## src/rtl/cpu_pkg.sv

```systemverilog
// Shared opcode map, instruction field layout and decode for the tiny accumulator core.
package cpu_pkg;

   // Instruction word: {opcode[OPC_W-1:0], imm[DATA_W-1:0]}
   localparam int OPC_W = 4;

   localparam logic [OPC_W-1:0] OP_ADDA  = 4'b0000;
   localparam logic [OPC_W-1:0] OP_MOVAB = 4'b0001;
   localparam logic [OPC_W-1:0] OP_INA   = 4'b0010;
   localparam logic [OPC_W-1:0] OP_MOVAI = 4'b0011;
   localparam logic [OPC_W-1:0] OP_MOVBA = 4'b0100;
   localparam logic [OPC_W-1:0] OP_ADDB  = 4'b0101;
   localparam logic [OPC_W-1:0] OP_INB   = 4'b0110;
   localparam logic [OPC_W-1:0] OP_MOVBI = 4'b0111;
   localparam logic [OPC_W-1:0] OP_HALT  = 4'b1000;
   localparam logic [OPC_W-1:0] OP_OUTB  = 4'b1001;
   localparam logic [OPC_W-1:0] OP_OUTI  = 4'b1011;
   localparam logic [OPC_W-1:0] OP_JNC   = 4'b1110;
   localparam logic [OPC_W-1:0] OP_JMP   = 4'b1111;

   typedef enum logic [1:0] {
      SRC_ZERO,
      SRC_A,
      SRC_B,
      SRC_IN
   } src_t;

   typedef struct packed {
      src_t src;
      logic useImm;
      logic wrA;
      logic wrB;
      logic wrOut;
      logic jmp;
      logic jnc;
      logic halt;
   } ctrl_t;

   // Unlisted opcodes fall through as NOP: zero + zero, no writes.
   function automatic ctrl_t decode(input logic [OPC_W-1:0] opc);
      ctrl_t c;
      c = '0;
      c.src = SRC_ZERO;
      unique case (opc)
         OP_ADDA:  begin c.src = SRC_A;  c.useImm = 1'b1; c.wrA = 1'b1; end
         OP_MOVAB: begin c.src = SRC_B;  c.wrA = 1'b1; end
         OP_INA:   begin c.src = SRC_IN; c.wrA = 1'b1; end
         OP_MOVAI: begin c.useImm = 1'b1; c.wrA = 1'b1; end
         OP_MOVBA: begin c.src = SRC_A;  c.wrB = 1'b1; end
         OP_ADDB:  begin c.src = SRC_B;  c.useImm = 1'b1; c.wrB = 1'b1; end
         OP_INB:   begin c.src = SRC_IN; c.wrB = 1'b1; end
         OP_MOVBI: begin c.useImm = 1'b1; c.wrB = 1'b1; end
         OP_OUTB:  begin c.src = SRC_B;  c.wrOut = 1'b1; end
         OP_OUTI:  begin c.useImm = 1'b1; c.wrOut = 1'b1; end
         OP_JNC:   c.jnc = 1'b1;
         OP_JMP:   c.jmp = 1'b1;
         OP_HALT:  c.halt = 1'b1;
         default:  ;
      endcase
      return c;
   endfunction

endpackage

```

## src/rtl/cpu_alu.sv

```systemverilog
// Single adder shared by every data-moving instruction.
module cpu_alu #(
   parameter int DATA_W = 4
) (
   input  logic [DATA_W-1:0] a,
   input  logic [DATA_W-1:0] b,
   output logic [DATA_W-1:0] sum,
   output logic              cout
);

   assign {cout, sum} = {1'b0, a} + {1'b0, b};

endmodule

```

## src/rtl/cpu_core.sv

```systemverilog
// Single-cycle two-register core: fetch from external ROM, decode,
// add, write back and update pc all on one rising edge.
module cpu_core
   import cpu_pkg::*;
#(
   parameter int DATA_W = 4,
   parameter int ADDR_W = 4
) (
   input  logic                    clk,
   input  logic                    clr,
   input  logic                    run,
   input  logic [DATA_W-1:0]       in_port,
   output logic [ADDR_W-1:0]       rom_addr,
   input  logic [DATA_W+OPC_W-1:0] rom_data,
   output logic [DATA_W-1:0]       out_port,
   output logic                    out_valid,
   output logic                    carry,
   output logic                    halted
);

   logic [DATA_W-1:0] regA;
   logic [DATA_W-1:0] regB;
   logic [ADDR_W-1:0] pc;
   logic [ADDR_W-1:0] nextPc;
   logic [OPC_W-1:0]  opc;
   logic [DATA_W-1:0] imm;
   logic [DATA_W-1:0] srcVal;
   logic [DATA_W-1:0] addend;
   logic [DATA_W-1:0] sum;
   logic              sumCarry;
   logic              exec;
   ctrl_t             ctl;

   assign opc      = rom_data[DATA_W+OPC_W-1 -: OPC_W];
   assign imm      = rom_data[DATA_W-1:0];
   assign ctl      = decode(opc);
   assign rom_addr = pc;
   assign exec     = run & ~halted;
   assign addend   = ctl.useImm ? imm : '0;

   always_comb begin
      srcVal = '0;
      unique case (ctl.src)
         SRC_A:    srcVal = regA;
         SRC_B:    srcVal = regB;
         SRC_IN:   srcVal = in_port;
         default:  srcVal = '0;
      endcase
   end

   // JNC looks at the carry left by the previous instruction.
   always_comb begin
      nextPc = pc + 1'b1;
      if (ctl.jmp || (ctl.jnc && !carry))
         nextPc = imm[ADDR_W-1:0];
   end

   cpu_alu #(.DATA_W(DATA_W)) alu (
      .a    (srcVal),
      .b    (addend),
      .sum  (sum),
      .cout (sumCarry)
   );

   always_ff @(posedge clk) begin
      if (clr) begin
         regA      <= '0;
         regB      <= '0;
         pc        <= '0;
         out_port  <= '0;
         out_valid <= 1'b0;
         carry     <= 1'b0;
         halted    <= 1'b0;
      end else begin
         out_valid <= 1'b0;
         if (exec) begin
            carry <= sumCarry;
            if (ctl.halt) begin
               halted <= 1'b1;
            end else begin
               pc <= nextPc;
               if (ctl.wrA)
                  regA <= sum;
               if (ctl.wrB)
                  regB <= sum;
               if (ctl.wrOut) begin
                  out_port  <= sum;
                  out_valid <= 1'b1;
               end
            end
         end
      end
   end

endmodule
```

## config.mk

```make
export PLATFORM = sky130hd
export DESIGN_NAME = cpu_core
export DESIGN_NICKNAME = d
export VERILOG_FILES = /design/src/rtl/cpu_pkg.sv /design/src/rtl/cpu_alu.sv /design/src/rtl/cpu_core.sv
export SDC_FILE = /design/constraint.sdc
export NUM_CORES = 1
export LEC_CHECK = 0
export ABC_AREA = 1
export CORE_MARGIN = 2
export CORE_UTILIZATION = 52
export CTS_BUF_LIST = sky130_fd_sc_hd__clkbuf_4 sky130_fd_sc_hd__clkbuf_8 sky130_fd_sc_hd__clkbuf_16
export CTS_CLUSTER_DIAMETER = 80
export DETAILED_ROUTE_END_ITERATION = 6
export HOLD_SLACK_MARGIN = 0.05
export PLACE_DENSITY = 0.83
export SYNTH_ARGS = -nofsm -noshare
export SYNTH_HDL_FRONTEND = slang
export SYNTH_SLANG_ARGS = --single-unit
```

## constraint.sdc

```tcl
create_clock -name clk -period 3.9 [get_ports clk]
set_input_delay 0.78 -clock clk [delete_from_list [all_inputs] [get_ports clk]]
set_output_delay 0.78 -clock clk [all_outputs]
set_load 0.005 [all_outputs]
```

==> results.md, run 1 <==
* Initial Util at 55.3%
* Clk slew on worst S/H paths at 0.12 ns
* Crit share post-route at 72.3%
* CP dominant cell by count: nor2_1
* Final min period at 2.82 ns
* CP Data Required Time at 4.16 ns
* Placed insts at 216
* Status: complete, no violations
* Sequential fraction of the synthesis area at 34.7%
* MaxCap Viol Count at 0
* Synth unique cells at 24
* Vias per cell at 5.25
* Setup crit end kind: flip-flop
* Largest family of logic cells by synthesized area: simple AND/OR/NAND/NOR gates
* Delay-heaviest family, CP: buffers and inverters
* Mapped Area at 1100 sq um
* Tot GR Track Use at 23.8%
* Vias in the first global route at 1087
* Synth Area in Adders at 7.53%
* Die H at 49.9 um
* Skew-Pair Late Insertion Delay at 0.32 ns
* Slowest-stage cell, CP: clkdlybuf4s50_1
* Port Buf Inserts at 25
* Vias at 1154
* CP Buf/Inv Count at 2
* Share of cells above drive strength 1 at 10.4%
* Worst Setup SP: rom_data[7]
* Core Rows at 16
* First-pass GRT wire length at 4.55 mm
* Post-Synth XOR/XNOR Area at 0.799%
* Antenna violations before repair at 0
* Fin. max-slew vios at 0
* Unrepaired setup endpoints after global routing: no
* Final setup violation count at 0
* DIE WIDTH at 49.9 um
* Drt initial violations at 38
* Worst path cell trace: clkdlybuf4s50_1 -> nor2_1 -> o211ai_1 -> nor2_1 -> ha_1 -> fa_1 -> nand2_1 -> inv_1 -> nor2_1 -> nor2_1 -> nor2_1
* Final hold vios at 0
* Critical Path Max Stage Delay at 0.63 ns
* Worst-path maximum fanout at 6
* Type of the worst setup path: in -> reg
* Fillcell total at 164
* R2R setup slack at 2.25 ns
* Hold crit path type: reg -> reg
* CTS root buffer: clkbuf_4
* Drc violations at 0
* R2R depth at 9
* Fin cells at 220
* Net count after synthesis at 187
* N_diodes at 0
* Mean Syn Cell Area at 6.60 sq um
* Clock skew at 0.0121 ns
* Hold Buf Count CTS at 0
* R2R Path End: regB[2]
* Dpl hpwl at 2.15 mm
* Syn Inst Count at 166
* FF+latch count, synth at 19
* Post_cts resized at 0
* Num ports at 26
* H-tree depth at 1
* CTS sink count at 19
* Total Neg Setup Slack at 0 ns
* Area growth from synthesis to layout at 27.7%
* Compound-Gate Fraction of Synth Area at 11.9%
* Total congestion overflow at 0
* Relative slew slack at 68.3%
* Die ar. at 2490 sq um
* Synth warn at 0
* WP data arrival at 3.08 ns
* Post-Synth Simple-Gate Area at 36.1%
* Max IR drop VDD at 0.282 mV
* Power per Cell Area at 295 nW/um^2
* Crit path launch type: primary input
* Cts bufs inserted at 3
* Pin count of the biggest net entering global routing at 13
* Core Util, Final at 70.6%
* Final net count at 215
* Clk buf depth at 2
* Core area at 1980 sq um
* Wire per inst at 12.1 um
* Mux cell area share after synthesis at 0%
* Post-CTS Setup Bufs at 0
* Leakage power at 0.000661 uW
* Remaining antenna violation count after routing at 0
* Post-Route WL at 2.66 mm
* Reg-to-Reg Start: regA[0]
* CTS tree: yes
* First-pass detailed-route iteration total at 4
* GP Congestion at 0.907
* Slew @ Worst Pin at 0.473 ns
* Highest clock rate at 0.355 GHz
* CP endpoint: regB[2]
* WP depth at 11
kinds of logic (layout without fill, tap and decap cells):
| family | Yosys count | after routing |
|---|---|---|
| flip-flops | 19 | 19 |
| adder cells (fa/ha/maj) | 6 | 6 |
| XOR/XNOR | 1 | 1 |
| buffers and inverters | 26 | 53 |
| AND/OR/NAND/NOR | 90 | 90 |
| AO/OA/AOI/OAI | 24 | 24 |
report_power, final:
group / switching [uW] / internal (uW) / total (uW)
registers: 8.13 / 204 / 212
logic: 49.5 / 43.5 / 93.0
clock network: 69.5 / 38.4 / 108
total: 127 / 286 / 413
cells in the mapped netlist:
| library cell | count | area share [%] |
|---|---|---|
| nand2_2 | 2 | 1.1 |
| clkinv_2 | 1 | 0.46 |
| nor2_2 | 2 | 1.1 |
| inv_2 | 7 | 2.4 |
| and3_1 | 1 | 0.57 |
| o211ai_1 | 3 | 2.1 |
| fa_1 | 1 | 1.8 |
| a21oi_1 | 6 | 2.7 |
| nor2_1 | 38 | 13 |
| o21ai_1 | 7 | 3.2 |
| inv_1 | 15 | 5.1 |
| nand3_2 | 1 | 0.91 |
| nand4_1 | 1 | 0.57 |
| dfxtp_1 | 19 | 35 |
| clkinv_1 | 1 | 0.34 |
| ha_1 | 5 | 5.7 |
| clkbuf_1 | 2 | 0.69 |
| o21ai_0 | 7 | 3.2 |
| a21o_1 | 1 | 0.69 |
| nor3_2 | 2 | 1.8 |
| nand2_1 | 29 | 9.9 |
| xor2_1 | 1 | 0.80 |
| nor2_4 | 1 | 1.0 |
| nand3_1 | 13 | 5.9 |
cell usage in the layout, fill, tap and decap left out:
cell type,instances
nand3_2,1
o211ai_1,3
clkinv_1,1
clkdlybuf4s50_1,25
inv_1,15
nand2_1,29
nor3_2,2
nand4_1,1
o21ai_0,7
fa_1,1
clkinv_2,2
inv_2,7
nor2_4,1
nand2_2,2
nor2_1,38
xor2_1,1
a21oi_1,6
nand3_1,13
clkbuf_4,3
a21o_1,1
nor2_2,2
dfxtp_1,19
and3_1,1
ha_1,5
o21ai_1,7
worst min-delay path by stage:
stage	start	end	slack, ns	cells past startpoint
6_report	halted	halted	0.48	2
2_1_floorplan	halted	halted	0.46	2
3_5_place_dp	halted	halted	0.47	2
4_1_cts	halted	halted	0.49	2
5_1_grt	halted	halted	0.51	2
3_3_place_gp	halted	halted	0.45	2
worst reg2reg max path, delay by kind of cell, from the launching register on:
family | cells | cell delay, ns
and+or+nand+nor | 6 | 0.63
adders and majority gates | 2 | 0.60
DFF | 1 | 0.33
buffers and inverters | 1 | 0.05
registers in the layout, summed over array words and instances, names as in the netlist:
register,cells
out_valid,1
carry,1
regA,4
rom_addr,4
halted,1
out_port,4
regB,4
routing by layer:
layer / part of all wire, % / global-route usage, % / wire length, um
met5: 0 / 0 / 0
met4: 1.3 / 6.94 / 34
met3: 5.4 / 2.73 / 145
met2: 52 / 45.8 / 1380
met1: 41 / 26.9 / 1100
area by class of cell:
type                            count  area (sq um)  share of cell area (%)
Clock buffer                        3          22.5                    1.61
Clock inverter                      1          5.00                   0.357
Multi-Input combinational cell    121           617                    44.1
Timing Repair Buffer               25           250                    17.9
Sequential cell                    19           380                    27.2
Tap cell                           27          33.8                    2.41
Inverter                           24          91.3                    6.52
metrics by stage:
step / cell area [sq um] / hold slack, ns / total power, uW / worst slack, ns
after floorplan: 1100 / 0.455 / 267 / 1.59
after global placement: 1370 / 0.447 / 305 / 0.906
after detailed placement: 1370 / 0.469 / 309 / 0.769
after CTS: 1400 / 0.486 / 414 / 1.10
after global routing: 1400 / 0.509 / 432 / 0.962
final: 1400 / 0.480 / 413 / 1.08
Note: power is estimated with default switching activity, not from simulation.
==> run 2, diff against run 1 <==
--- a/config.mk
+++ b/config.mk
@@ -7,12 +7,12 @@
 export LEC_CHECK = 0
 export ABC_AREA = 1
 export CORE_MARGIN = 2
-export CORE_UTILIZATION = 52
+export CORE_UTILIZATION = 44
 export CTS_BUF_LIST = sky130_fd_sc_hd__clkbuf_4 sky130_fd_sc_hd__clkbuf_8 sky130_fd_sc_hd__clkbuf_16
 export CTS_CLUSTER_DIAMETER = 80
 export DETAILED_ROUTE_END_ITERATION = 6
 export HOLD_SLACK_MARGIN = 0.05
-export PLACE_DENSITY = 0.83
+export PLACE_DENSITY = 0.75
 export SYNTH_ARGS = -nofsm -noshare
 export SYNTH_HDL_FRONTEND = slang
 export SYNTH_SLANG_ARGS = --single-unit
==> constraint.sdc (replaced) <==
create_clock -name clk -period 2.4 [get_ports clk]
set_input_delay 0.48 -clock clk [delete_from_list [all_inputs] [get_ports clk]]
set_output_delay 0.48 -clock clk [all_outputs]
set_load 0.005 [all_outputs]
==> run 2 against run 1 <==
Compared with the run above:
- final cell count rose by 6.4%
- sequential share of layout area is 2.0 points lower
- flip-flop and latch count did not move
- global-route usage decreased by 2.2 points
- critical path depth unchanged
- highest routed layer unchanged
- setup slack worse by 0.93 ns
- via count up 3.0%
- final area up 7.8%
==> results.md, run 2 (synthesized netlist as in run 1, its figures left out) <==
* CTS sink count at 19
* Area growth from synthesis to layout at 37.7%
* First-pass GRT wire length at 4.53 mm
* Skew-Pair Late Insertion Delay at 0.31 ns
* Max IR drop VDD at 0.317 mV
* CTS tree: yes
* Vias in the first global route at 1141
* Final setup violation count at 0
* Tot GR Track Use at 21.6%
* Num ports at 26
* Die ar. at 2910 sq um
* Final net count at 226
* CTS root buffer: clkbuf_4
* Hold crit path type: reg -> reg
* Die H at 53.9 um
* Total congestion overflow at 0
* WP data arrival at 2.46 ns
* R2R depth at 8
* R2R Path End: carry
* Fin. max-slew vios at 0
* Type of the worst setup path: in -> reg
* Share of cells above drive strength 1 at 17.6%
* Final hold vios at 0
* Slew @ Worst Pin at 0.474 ns
* WHS Path Cells at 2
* Remaining antenna violation count after routing at 0
* Worst-path maximum fanout at 4
* Status: complete, no violations
* Worst hold start: halted
* Clock skew at 0.00353 ns
* Clk slew on worst S/H paths at 0.11 ns
* Design Area, Final at 1510 sq um
* Total power at 690 uW
* Reg-to-Reg Start: regA[0]
* Antenna violations before repair at 0
* Initial Util at 45.5%
* Final min period at 2.25 ns
* CP Data Required Time at 2.61 ns
* Cts bufs inserted at 3
* Fillcell total at 231
* Leakage power at 0.000722 uW
* First-pass detailed-route iteration total at 5
* GP Congestion at 0.942
* Port Buf Inserts at 25
* Drc violations at 0
* Crit share post-route at 93.6%
* Highest clock rate at 0.445 GHz
* Dpl hpwl at 2.30 mm
* Placed cell areas at 1460 sq um
* Pin count of the biggest net entering global routing at 13
* Commonest non-fill, non-tap cells in the layout: nor2_1, nand2_1, clkdlybuf4s50_1
* Crit path launch type: primary input
* Drt initial violations at 18
* Core area at 2410 sq um
* Clk buf depth at 2
* Setup crit end kind: flip-flop
* R2R setup slack at 0.81 ns
* Vias per cell at 5.08
* Hold Path End: halted
* Commonest non-fill, non-tap cell in the layout: nor2_1
* MaxCap Viol Count at 0
* Wire per inst at 12.1 um
* Post-Route WL at 2.83 mm
* H-tree depth at 1
* N_diodes at 0
* Core Rows at 18
* Relative slew slack at 68.2%
* Vias at 1189
* DIE WIDTH at 53.9 um
* Power per Cell Area at 457 nW/um^2
run 2: worst max-delay path by stage:
stage                           start     endpoint  cells past startpoint
final                     rom_data[7]        carry                     11
after global routing      rom_data[5]  out_port[2]                     11
after CTS                 rom_data[7]  out_port[2]                     11
after detailed placement  rom_data[7]  out_port[2]                     11
after global placement    rom_data[4]  out_port[2]                     11
after floorplan           rom_data[5]  out_port[2]                     11
run 2: report_power, final:
part | internal, uW | total (uW) | switching [uW]
combinational | 85.5 | 171 | 85.7
sequential | 332 | 346 | 13.9
clock | 62.5 | 173 | 110
run 2: repair_timing:
action	4_1_cts	5_1_grt
buffers inserted	0	0
hold buffers	0	0
resized for setup	0	7
endpoints found under the setup margin	0	6
run 2: final cells by class:
| cell class | count | area [sq um] | area share (%) |
|---|---|---|---|
| timing repair buffer | 36 | 335 | 22.2 |
| clock buffer | 3 | 22.5 | 1.49 |
| multi-input combinational | 121 | 637 | 42.2 |
| inverter | 24 | 91.3 | 6.05 |
| tap | 30 | 37.5 | 2.49 |
| clock inverter | 1 | 5.00 | 0.332 |
| sequential | 19 | 380 | 25.2 |
run 2: metrics by stage:
stage               hold slack [ns]  worst slack, ns  std cells  util (%)  setup TNS, ns
CTS                           0.471           0.0628        234      61.7              0
detailed placement            0.454           -0.256        230      60.5          -1.78
global placement              0.451           -0.155        230      60.5          -1.17
global route                  0.508         -0.00420        234      62.6       -0.00420
floorplan                     0.455            0.392        166         -              0
finish                        0.473            0.153        234      62.6              0
run 2: worst max-delay path, cell delays in order:
cell and delay [ns]:
clkdlybuf4s50_1 0.55, nand2_2 0.09, and3_1 0.19, nand2_1 0.07
nand3_1 0.08, ha_1 0.22, fa_2 0.35, nand2_1 0.08
inv_1 0.08, o21ai_0 0.18, a21oi_1 0.09
run 2: layer usage:
layer / GRT usage (%) / wire (um)
met4: 8.97 / 56
met2: 44.1 / 1500
met5: 0 / 0
met1: 21.1 / 1190
met3: 2.78 / 88
==> RTL change 1: new RTL, flow settings as in run 1 <==
Register the inputs `clr`, `run`, `in_port` and `rom_data` before use, without a reset. The logic sees them one clock later.
--- a/src/rtl/cpu_core.sv
+++ b/src/rtl/cpu_core.sv
@@ -20,2 +20,14 @@
 
+   logic clr_q;
+   logic run_q;
+   logic [DATA_W-1:0] in_port_q;
+   logic [DATA_W+OPC_W-1:0] rom_data_q;
+
+   always_ff @(posedge clk) begin
+      clr_q      <= clr;
+      run_q      <= run;
+      in_port_q  <= in_port;
+      rom_data_q <= rom_data;
+   end
+
    logic [DATA_W-1:0] regA;
@@ -33,7 +45,7 @@
 
-   assign opc      = rom_data[DATA_W+OPC_W-1 -: OPC_W];
-   assign imm      = rom_data[DATA_W-1:0];
+   assign opc      = rom_data_q[DATA_W+OPC_W-1 -: OPC_W];
+   assign imm      = rom_data_q[DATA_W-1:0];
    assign ctl      = decode(opc);
    assign rom_addr = pc;
-   assign exec     = run & ~halted;
+   assign exec     = run_q & ~halted;
    assign addend   = ctl.useImm ? imm : '0;
@@ -45,3 +57,3 @@
          SRC_B:    srcVal = regB;
-         SRC_IN:   srcVal = in_port;
+         SRC_IN:   srcVal = in_port_q;
          default:  srcVal = '0;
@@ -65,3 +77,3 @@
    always_ff @(posedge clk) begin
-      if (clr) begin
+      if (clr_q) begin
          regA      <= '0;
Formal check against the unedited RTL: not equivalent (a bounded check fails within 4 cycles, from zero or initial values).
==> RTL change 1 against run 1 <==
- count of clock-buffer cells in the layout up 5
- setup slack better by 0.67 ns
- largest power group unchanged
- largest cell class is now flip-flops and latches
- final area up 21%
- clock power up 81%
- global-route usage down 2.6 points
- sequential cell count up 14
- synthesized area up 24%
- routed wire length up 5.3%
- power up 57%
- synthesized cell count up 6.6%
- worst hold slack better by 0.0012 ns
- sequential share of layout area up 12 points
==> RTL change 1: results (changes against run 1) <==
setup_path:
  endpoint: "regA[2]$_SDFFE_PP0P_"  # was regB[2]$_SDFFE_PP0P_
  worstRegToRegCells: 12  # was 9
  critPathTopFamily: "adder cells"  # was buffers and inverters
  crit_fanout: 5  # was 6
  slowest_delay_ns: 0.43  # was 0.63 ns
  r2r_end: "regA[2]$_SDFFE_PP0P_"  # was regB[2]$_SDFFE_PP0P_
logic_synthesis:
  ys_seq_area_share_pct: 48.8  # was 34.7%
  yosys-top-cells-area: "dfxtp_1 (49%), nor2_1 (10%), nand2_1 (8.3%), inv_1 (6.4%), nand3_1 (5.9%)"  # was dfxtp_1 (35%), nor2_1 (13%), nand2_1 (9.9%), nand3_1 (5.9%), ha_1 (5.7%)
  netlist_area_um2: 1350  # was 1100 um2
  syn_nets: 198  # was 187
  synthXorXnorAreaFrac_pct: 0.647  # was 0.799%
  synth_cell_types: 21  # was 24
hold_path:
  hold_start: "run_q$_DFF_P_"  # was halted$_SDFFE_PP0P_
sta:
  slew_headroom_pct: 71.9  # was 68.3%
  skew_ns: 0.0116  # was 0.0121 ns
  min_period_over_period_pct: 55.2  # was 72.3%
  timing.hold.ws_ns: 0.481  # was 0.480 ns
placed_design:
  place_hpwl_um: 2150  # about the same
  pre_cts_ws_ns: 1.79  # was 0.769 ns
routing:
  met1Wirelength_um: 1240  # was 1100 um
  via_per_inst: 5.04  # was 5.25
  wl_um: 2810  # was 2660 um
  drt_iter0_drc: 69  # was 38
  wl_met3_um: 171  # was 145 um
grt:
  met1_usage_pct: 25.2  # was 26.9%
  grtUsageTotal_pct: 21.1  # was 23.8%
  grt_pass1_wl_um: 4380  # was 4550 um
  grt_util_met3_pct: 6.45  # was 2.73%
  grt_max_degree: 11  # was 13
clock_tree:
  cts.clk_slew.worst_paths_ns: 0.09  # was 0.12 ns
pwr:
  leakage_nw: 0.794  # was 0.661 nW
  p_clk_share_pct: 30.2  # was 26.1%
layout:
  drive_above_1_share_pct: 6.22  # was 10.4%
outcome:
  status: "finished clean"  # unchanged
[RTL change 1: cell types whose count changed after synthesis, sizes merged]
cell,before,now
a21oi,6,7
xor2,1,0
nand3,14,16
o21ai,14,13
xnor2,0,1
inv,22,23
clkbuf,2,1
nor2,41,38
nand2,31,32
o211ai,3,1
dfxtp,19,33
clkinv,2,0
a211oi,0,1
[RTL change 1: cells by family (layout without fill, tap and decap cells)]
logic type / Yosys count / in the layout
AOI/OAI and AO/OA: 23 / 23
xor gates and xnor gates: 1 / 1
adders and majority gates: 6 / 6
buffers and inverters: 24 / 56
DFF: 33 / 33
and+or+nand+nor: 90 / 90
[RTL change 1: area by class of cell]
type | count | area [um2] | share of cell area, %
tap | 30 | 37.5 | 2.21
clock buffer | 8 | 60.1 | 3.54
sequential | 33 | 661 | 38.9
timing repair buffer | 25 | 250 | 14.7
inverter | 23 | 86.3 | 5.08
multi-input combinational | 120 | 603 | 35.5
==> RTL change 2: new RTL, config.mk and constraints of run 1 <==
Made on the original files. `DATA_W` is set to 4 in 2 places; all go to 6.
--- a/src/rtl/cpu_alu.sv
+++ b/src/rtl/cpu_alu.sv
@@ -2,3 +2,3 @@
 module cpu_alu #(
-   parameter int DATA_W = 4
+   parameter int DATA_W = 6
 ) (
--- a/src/rtl/cpu_core.sv
+++ b/src/rtl/cpu_core.sv
@@ -5,3 +5,3 @@
 #(
-   parameter int DATA_W = 4,
+   parameter int DATA_W = 6,
    parameter int ADDR_W = 4
Ports: changed (resized in_port, out_port and rom_data); port bits go from 26 to 32. No check against the original RTL was run, so the function may have changed too.
==> RTL change 2 against run 1 <==
- routed wire length up 27%
- die area up 38%
- sequential share of layout area down 0.90 points
- sequential cell count up 6
- synthesized area up 41%
- final area up 36%
- power up 24%
- setup slack worse by 0.071 ns
==> RTL change 2: results (changes against run 1) <==
sta:
  layout_setup_ws_ns: 1.01  # was 1.08 ns
  slew_headroom_pct: 59.2  # was 68.3%
  skew_ns: 0.0102  # was 0.0121 ns
setup_path:
  critPathTopFamily: "simple AND/OR/NAND/NOR gates"  # was buffers and inverters
  rr_startpoint: "regA[1]$_SDFFE_PP0P_"  # was regA[0]$_SDFFE_PP0P_
  critPathLaunch: "rom_data[6]"  # was rom_data[7]
  r2r_end: "regA[3]$_SDFFE_PP0P_"  # was regB[2]$_SDFFE_PP0P_
  slowest_delay_ns: 0.51  # was 0.63 ns
placed_design:
  place.gp.congestion: 0.870  # was 0.907
  port_buffers: 31  # was 25
  post_dp_cell_area_um2: 1880  # was 1370 um2
  place_hpwl_um: 2640  # was 2150 um
pwr:
  leakage_nw: 0.945  # was 0.661 nW
  ir_worst_vdd_uv: 262  # was 282 uV
  swShare_pct: 29.9  # was 30.7%
routing:
  via_per_inst: 5.11  # was 5.25
  wl_um: 3380  # was 2660 um
outcome:
  status: "finished clean"  # unchanged
logic_synthesis:
  yosys-top-cells-area: "dfxtp_1 (32%), inv_1 (13%), nand2_1 (11%), nor2_1 (7.8%), nand3_1 (6.5%)"  # was dfxtp_1 (35%), nor2_1 (13%), nand2_1 (9.9%), nand3_1 (5.9%), ha_1 (5.7%)
  syn_nets: 264  # was 187
  synthXorXnorAreaFrac_pct: 1.13  # was 0.799%
  synth-compound-area-share_pct: 14.4  # was 11.9%
hold_path:
  holdPathEnd: "carry$_SDFFE_PP0P_"  # was halted$_SDFFE_PP0P_
  hold_start: "carry$_SDFFE_PP0P_"  # was halted$_SDFFE_PP0P_
clock_tree:
  cts.clk_slew.worst_paths_ns: 0.15  # was 0.12 ns
grt:
  grt_max_degree: 16  # was 13
[RTL change 2: stage by stage]
step	util (%)	hold slack, ns
2_1_floorplan	-	0.475
4_1_cts	68.5	0.498
3_3_place_gp	67.5	0.473
5_1_grt	68.5	0.538
6_report	68.5	0.494
3_5_place_dp	67.5	0.479
[RTL change 2: routing by layer]
layer / wire length, um / track usage [%] / vias to the layer above
met3: 201 / 2.20 / 4
met4: 36 / 4.98 / 0
met1: 1510 / 28.0 / 677
li1: - / - / 807
met5: 0 / 0 / -
met2: 1630 / 37.4 / 46
[RTL change 2: area by class of cell]
class,count,area (um2)
inverter,53,199
timing repair buffer,31,310
sequential,25,500
clock buffer,3,22.5
clock inverter,1,5.00
tap,31,38.8
fill,258,876
multi-input combinational,156,830
[RTL change 2: power by group through the flow]
stage	clock network, mW	logic (mW)	registers (mW)
finish	0.120	0.118	0.276
global route	0.130	0.134	0.278
CTS	0.121	0.119	0.276
detailed placement	0	0.118	0.282
global placement	0	0.116	0.282
floorplan	0	0.0704	0.281
